===== src/rtl/clk_rst_manager.sv =====
// PLL reset/lock sequencer with downstream reset control and per-channel clock-enable dividers.
// All logic runs on REFERENCECLK; RESET is asynchronous and active-high.
module clk_rst_manager #(
   parameter int NUM_CH      = 4,
   parameter int DIV_W       = 16,
   parameter int PLL_RST_CYC = 16,
   parameter int LOCK_WAIT   = 1024,
   parameter int RST_HOLD    = 64,
   parameter int MAX_RETRY   = 3
) (
   input  logic                    REFERENCECLK,
   input  logic                    RESET,
   input  logic                    PLL_LOCK,
   input  logic [NUM_CH*DIV_W-1:0] DIV,
   input  logic [NUM_CH-1:0]       CH_EN,
   output logic                    PLL_RESETB,
   output logic                    SYS_RESET,
   output logic                    LOCKED_OK,
   output logic                    FAULT,
   output logic [2:0]              RETRY_CNT,
   output logic [NUM_CH-1:0]       CE
);

   localparam int CMAX = (LOCK_WAIT > PLL_RST_CYC) ?
                         ((LOCK_WAIT > RST_HOLD) ? LOCK_WAIT : RST_HOLD) :
                         ((PLL_RST_CYC > RST_HOLD) ? PLL_RST_CYC : RST_HOLD);
   localparam int CW = $clog2(CMAX + 1);

   typedef enum logic [2:0] {
      S_PLL_RST   = 3'd0,
      S_WAIT_LOCK = 3'd1,
      S_HOLD      = 3'd2,
      S_RUN       = 3'd3,
      S_FAULT     = 3'd4
   } state_t;

   logic          lock_meta_q, lock_q;
   state_t        state_q, state_d;
   logic [CW-1:0] cnt_q, cnt_d;
   logic [2:0]    retry_q, retry_d, retry_sat_s;
   logic          retry_over_s;
   logic          pll_resetb_q, sys_reset_q, locked_ok_q, fault_q;

   assign retry_sat_s  = (retry_q == 3'd7) ? 3'd7 : (retry_q + 3'd1);
   assign retry_over_s = ({29'd0, retry_q} + 32'd1) > 32'(MAX_RETRY);

   // Two-flop synchronizer for the asynchronous PLL lock indication
   always_ff @(posedge REFERENCECLK or posedge RESET) begin
      if (RESET) begin
         lock_meta_q <= 1'b0;
         lock_q      <= 1'b0;
      end else begin
         lock_meta_q <= PLL_LOCK;
         lock_q      <= lock_meta_q;
      end
   end

   // Sequencer next state, shared cycle counter and retry accounting
   always_comb begin
      state_d = state_q;
      cnt_d   = cnt_q;
      retry_d = retry_q;
      case (state_q)
         S_PLL_RST: begin
            if (cnt_q == CW'(PLL_RST_CYC - 1)) begin
               state_d = S_WAIT_LOCK;
               cnt_d   = '0;
            end else begin
               cnt_d = cnt_q + CW'(1);
            end
         end
         S_WAIT_LOCK: begin
            if (lock_q) begin
               state_d = S_HOLD;
               cnt_d   = '0;
            end else if (cnt_q == CW'(LOCK_WAIT - 1)) begin
               retry_d = retry_sat_s;
               cnt_d   = '0;
               state_d = retry_over_s ? S_FAULT : S_PLL_RST;
            end else begin
               cnt_d = cnt_q + CW'(1);
            end
         end
         S_HOLD: begin
            // A lock drop while holding is a glitch, not a failed attempt
            if (!lock_q) begin
               state_d = S_WAIT_LOCK;
               cnt_d   = '0;
            end else if (cnt_q == CW'(RST_HOLD - 1)) begin
               state_d = S_RUN;
               cnt_d   = '0;
            end else begin
               cnt_d = cnt_q + CW'(1);
            end
         end
         S_RUN: begin
            if (!lock_q) begin
               state_d = S_PLL_RST;
               cnt_d   = '0;
               retry_d = retry_sat_s;
            end else begin
               cnt_d = cnt_q;
            end
         end
         S_FAULT: begin
            state_d = S_FAULT;
         end
         default: begin
            state_d = S_PLL_RST;
            cnt_d   = '0;
         end
      endcase
   end

   // Sequencer state and registered status outputs derived from the next state
   always_ff @(posedge REFERENCECLK or posedge RESET) begin
      if (RESET) begin
         state_q      <= S_PLL_RST;
         cnt_q        <= '0;
         retry_q      <= 3'd0;
         pll_resetb_q <= 1'b0;
         sys_reset_q  <= 1'b1;
         locked_ok_q  <= 1'b0;
         fault_q      <= 1'b0;
      end else begin
         state_q      <= state_d;
         cnt_q        <= cnt_d;
         retry_q      <= retry_d;
         pll_resetb_q <= (state_d == S_WAIT_LOCK) || (state_d == S_HOLD) || (state_d == S_RUN);
         sys_reset_q  <= (state_d != S_RUN);
         locked_ok_q  <= (state_d == S_RUN);
         fault_q      <= (state_d == S_FAULT);
      end
   end

   assign PLL_RESETB = pll_resetb_q;
   assign SYS_RESET  = sys_reset_q;
   assign LOCKED_OK  = locked_ok_q;
   assign FAULT      = fault_q;
   assign RETRY_CNT  = retry_q;

   for (genvar i = 0; i < NUM_CH; i++) begin : g_ch
      logic [DIV_W-1:0] ch_cnt_q, shad_q;
      logic [DIV_W-1:0] div_live_s, div_eff_s;
      logic             act_q, ce_q, active_s, wrap_s;

      // Channels gate on the next state so CE never outlives LOCKED_OK
      assign active_s   = (state_d == S_RUN) && CH_EN[i];
      assign div_live_s = DIV[i*DIV_W +: DIV_W];
      assign div_eff_s  = act_q ? shad_q : div_live_s;
      assign wrap_s     = (div_eff_s <= DIV_W'(1)) || (ch_cnt_q == (div_eff_s - DIV_W'(1)));

      // Divider counter, period shadow and strobe for one channel
      always_ff @(posedge REFERENCECLK or posedge RESET) begin
         if (RESET) begin
            ch_cnt_q <= '0;
            shad_q   <= '0;
            act_q    <= 1'b0;
            ce_q     <= 1'b0;
         end else if (active_s) begin
            act_q <= 1'b1;
            if (wrap_s) begin
               ce_q     <= 1'b1;
               ch_cnt_q <= '0;
               shad_q   <= div_live_s;
            end else begin
               ce_q     <= 1'b0;
               ch_cnt_q <= ch_cnt_q + DIV_W'(1);
               shad_q   <= div_eff_s;
            end
         end else begin
            act_q    <= 1'b0;
            ce_q     <= 1'b0;
            ch_cnt_q <= '0;
            shad_q   <= shad_q;
         end
      end

      assign CE[i] = ce_q;
   end

endmodule


===== config.mk =====
export PLATFORM = sky130hd
export DESIGN_NAME = clk_rst_manager
export DESIGN_NICKNAME = d
export VERILOG_FILES = /design/src/rtl/clk_rst_manager.sv
export SDC_FILE = /design/constraint.sdc
export NUM_CORES = 1
export LEC_CHECK = 0
export BUFFER_PORTS_ARGS = -buffer_cell sky130_fd_sc_hd__buf_2
export CAP_MARGIN = 20
export CORE_ASPECT_RATIO = 0.9
export CORE_MARGIN = 2
export CORE_UTILIZATION = 30
export CTS_BUF_LIST = sky130_fd_sc_hd__clkbuf_8
export DETAILED_ROUTE_END_ITERATION = 8
export PLACE_DENSITY_LB_ADDON = 0.2
export RECOVER_POWER = 100
export SLEW_MARGIN = 10
export SYNTH_ARGS = -nofsm -noshare
export SYNTH_HDL_FRONTEND = slang
export SYNTH_SLANG_ARGS = --single-unit

===== constraint.sdc =====
create_clock -name REFERENCECLK -period 5.8 [get_ports REFERENCECLK]
set_input_delay 0.87 -clock REFERENCECLK [delete_from_list [all_inputs] [get_ports REFERENCECLK]]
set_output_delay 0.87 -clock REFERENCECLK [all_outputs]
set_load 0.02 [all_outputs]

==> flow_summary.yaml <==
outcome:
  status: "finished with violations"
  violations: "max-capacitance violations, max-slew violations"
grt:
  grt_usage_pct: 14.8
  grt_pass1_wl_um: 41800
  grt_max_degree: 86
  grt_pass1_vias: 8059
  overflow: 0
  antenna_found_initial: 0
placement:
  dp.final_hpwl_um: 18800
  dp_slack_ps: 1100
  gp_congestion: 0.810
  io_buffers: 81
  post_dp_cell_area_um2: 11100
  dp.cells: 1588
sta:
  setup_ws_ps: 963
  fin_crit_ps: 4840
  skew_ps: 12.0
  slew_headroom_pct: -138
  tightest_slew_ps: 3550
  final.period_utilization_pct: 83.4
  hold_violations: 0
  setup_tns_ps: 0
  setup_violations: 0
  max_freq_ghz: 0.207
  slew_violations: 75
  rsz0062_at_grt: "no"
clock_tree:
  ctsResizeCount: 0
  clock_latency_ps: 470
  cts_tree: "yes"
  cts_sinks: 159
  clockBufferDepth: 2
  postCtsSetupBuffers: 0
  clkTransAtPathRegs_ps: 90
  cts_inserted_buffers: 17
  cts_max_level: 4
  cts-root-buf: "clkbuf_8"
  ctsHoldBuffers: 0
floorplan:
  die_width_um: 199
  dieArea_um2: 35600
  rows: 64
  ios: 82
  die_h_um: 179
  core_um2: 33800
  initial_core_util_pct: 30.3
drt:
  drtPass1Iterations: 8
  wl_um: 25500
  wl_per_cell_um: 15.7
  ant_nets: 0
  vias: 8040
  vias_per_cell: 4.96
  drtIter0Drc: 415
  post-route-drc-count: 0
yosys:
  synth_edf_count: 0
  ys_async_sr_fraction_pct: 100
  synthXorXnorAreaFrac_pct: 12.7
  syn_nets: 1160
  yosys.area_share.simple_pct: 20.6
  synth_top_family_by_area: "simple AND/OR/NAND/NOR gates"
  synth_flop_cell: "dfrtp_1"
  yosys_warnings: 0
  synth.distinct_cells: 78
  synth_compound_area_share_pct: 11.5
  postSynthCellCount: 1073
  synth-seq-area-share_pct: 38.9
  synth.avg_cell_area_um2: 9.54
  synthMuxAreaShare_pct: 11.8
  ys_ff_latch: 159
  synth_adder_area_share_pct: 1.95
  synthesis.area_um2: 10200
cells_and_area:
  fillCellCount: 3566
  num_antenna_cells: 0
  multi_input_area_um2: 5930
  syn_to_final_growth_pct: 12.2
  seq_area_um2: 3980
  finish.instance_area_um2: 11500
  layout.cells.non_filler: 1620
  drive_gt1_share_pct: 12.9
  fin_nets: 1232
hold_path:
  min_path_type: "flip-flop to flip-flop"
power_and_ir_drop:
  leakagePower_uw: 0.00450
  power.density_nw_per_um2: 287
  max-vdd-ir-drop_mv: 0.132
worst_setup_path:
  path_class: "flip-flop to flip-flop"
  cp_max_fo: 26
  setup.worst_path.end_class: "flip-flop"
  start_kind: "flip-flop"
  cp.arrival_ps: 5200
  r2r_setup_slack_ps: 960
  critPathRequiredTime_ps: 6160
run:
  maxCapViolations: 1
-- cell usage in the layout (no fill, tap or decap), types with 7 or more instances in the layout --
cell type	instances
nor2_1	125
mux2_2	21
nand4_1	9
nor3b_1	12
o211ai_1	7
nor3_1	49
or2_2	9
ha_1	16
clkbuf_8	20
nand2_1	63
mux2i_1	62
xnor2_1	82
dfrtp_1	158
clkbuf_1	13
xor2_1	66
a22o_1	17
nand3_1	48
nor4_1	18
inv_1	22
nor4b_1	9
and3_1	27
a21oi_1	23
buf_2	70
mux2_1	27
o21ai_0	38
-- stage by stage --
step           power [µW]  utilization [%]  hold slack (ps)
6_report             3290             34.0              356
5_1_grt              3530             34.0              375
4_1_cts              3380             34.3              359
3_5_place_dp         2370             32.9              339
3_3_place_gp         2360             32.9              338
2_1_floorplan        2130                -              331
-- cell families (layout without fill, tap and decap cells) --
family | count (synthesis) | count (layout)
compound gates | 165 | 165
xor+xnor | 148 | 148
fa+ha+maj | 16 | 16
buf+inv | 58 | 143
flops | 159 | 159
mux | 111 | 111
simple gates | 416 | 416
-- routing by layer --
metal  global-route usage [%]  routed length, µm  share of wire, %  vias to the layer above
met3                     3.29                958               3.8                       15
met1                     20.7              12900                51                     3878
met4                     3.48                281               1.1                        0
met2                     23.1              11300                44                      113
li1                         -                  -                 -                     4034
met5                        0                  0                 0                        -
-- worst max-delay path, cell delays in order, from the launching register on --
cell and delay, ps:
dfrtp_1 720, buf_4 390, nor3b_1 370, o21ai_0 230
nor4_1 310, nand2_1 90, a2111o_1 410, nor4_1 660
a21oi_1 270, o2bb2ai_1 620, buf_4 300, mux2_2 350
-- synth_stat cells, drive strengths merged (6+ instances only) --
cell type    n  share of area (%)
a211oi       6               0.56
a21oi       23                1.2
a22o        17                1.5
and2         8               0.49
and3        27                1.6
buf         22                1.3
clkbuf      13               0.48
dfrtp      158                 39
ha          16                2.0
inv         21               0.77
mux2        49                5.8
mux2i       62                6.1
nand2       63                2.3
nand3       48                2.3
nand4        9               0.55
nor2       125                4.6
nor2b        6               0.37
nor3        49                2.4
nor3b       12               0.88
nor4        18                1.2
nor4b        9               0.77
o211ai       7               0.51
o21ai       41                2.0
o31ai        6               0.44
or2          9               0.55
or3          6               0.37
or4          7               0.55
xnor2       82                7.0
xor2        66                5.6
-- area by class of cell --
class	instances	share of cell area [%]
inverter	23	0.762
clock buffer	20	2.40
sequential	159	34.6
timing repair buffer	88	3.91
multi-input combinational	856	51.6
clock inverter	12	1.66
tap	462	5.03
-- power by group --
group	internal (µW)	leakage, µW	switching, µW
Clock	542	0.000233	437
Sequential	1340	0.00212	244
Combinational	352	0.00215	380
Total	2230	0.00450	1060
-- flip-flops by register name, summed over array words and instances, names as in the netlist --
register	cells
g_ch.shad_q	64
SYS_RESET	1
g_ch.ch_cnt_q	64
state_q	3
RETRY_CNT	3
lock_meta_q	1
LOCKED_OK	1
FAULT	1
lock_q	1
cnt_q	11
g_ch.act_q	4
g_ch.ce_q	4
PLL_RESETB	1
-- final timing paths --
path / to / cells past startpoint / startpoint
setup / recovery: g_ch[1].shad_q[6] / 11 / g_ch[1].act_q
hold / removal: lock_q / 0 / lock_meta_q
setup reg to reg: g_ch[1].shad_q[6] / 11 / g_ch[1].act_q
hold reg to reg: lock_q / 0 / lock_meta_q
max in group asynchronous: g_ch[1].ch_cnt_q[9] / 2 / RESET
min in group asynchronous: g_ch[3].shad_q[13] / 2 / RESET
Power figures use the tool's default switching activity.
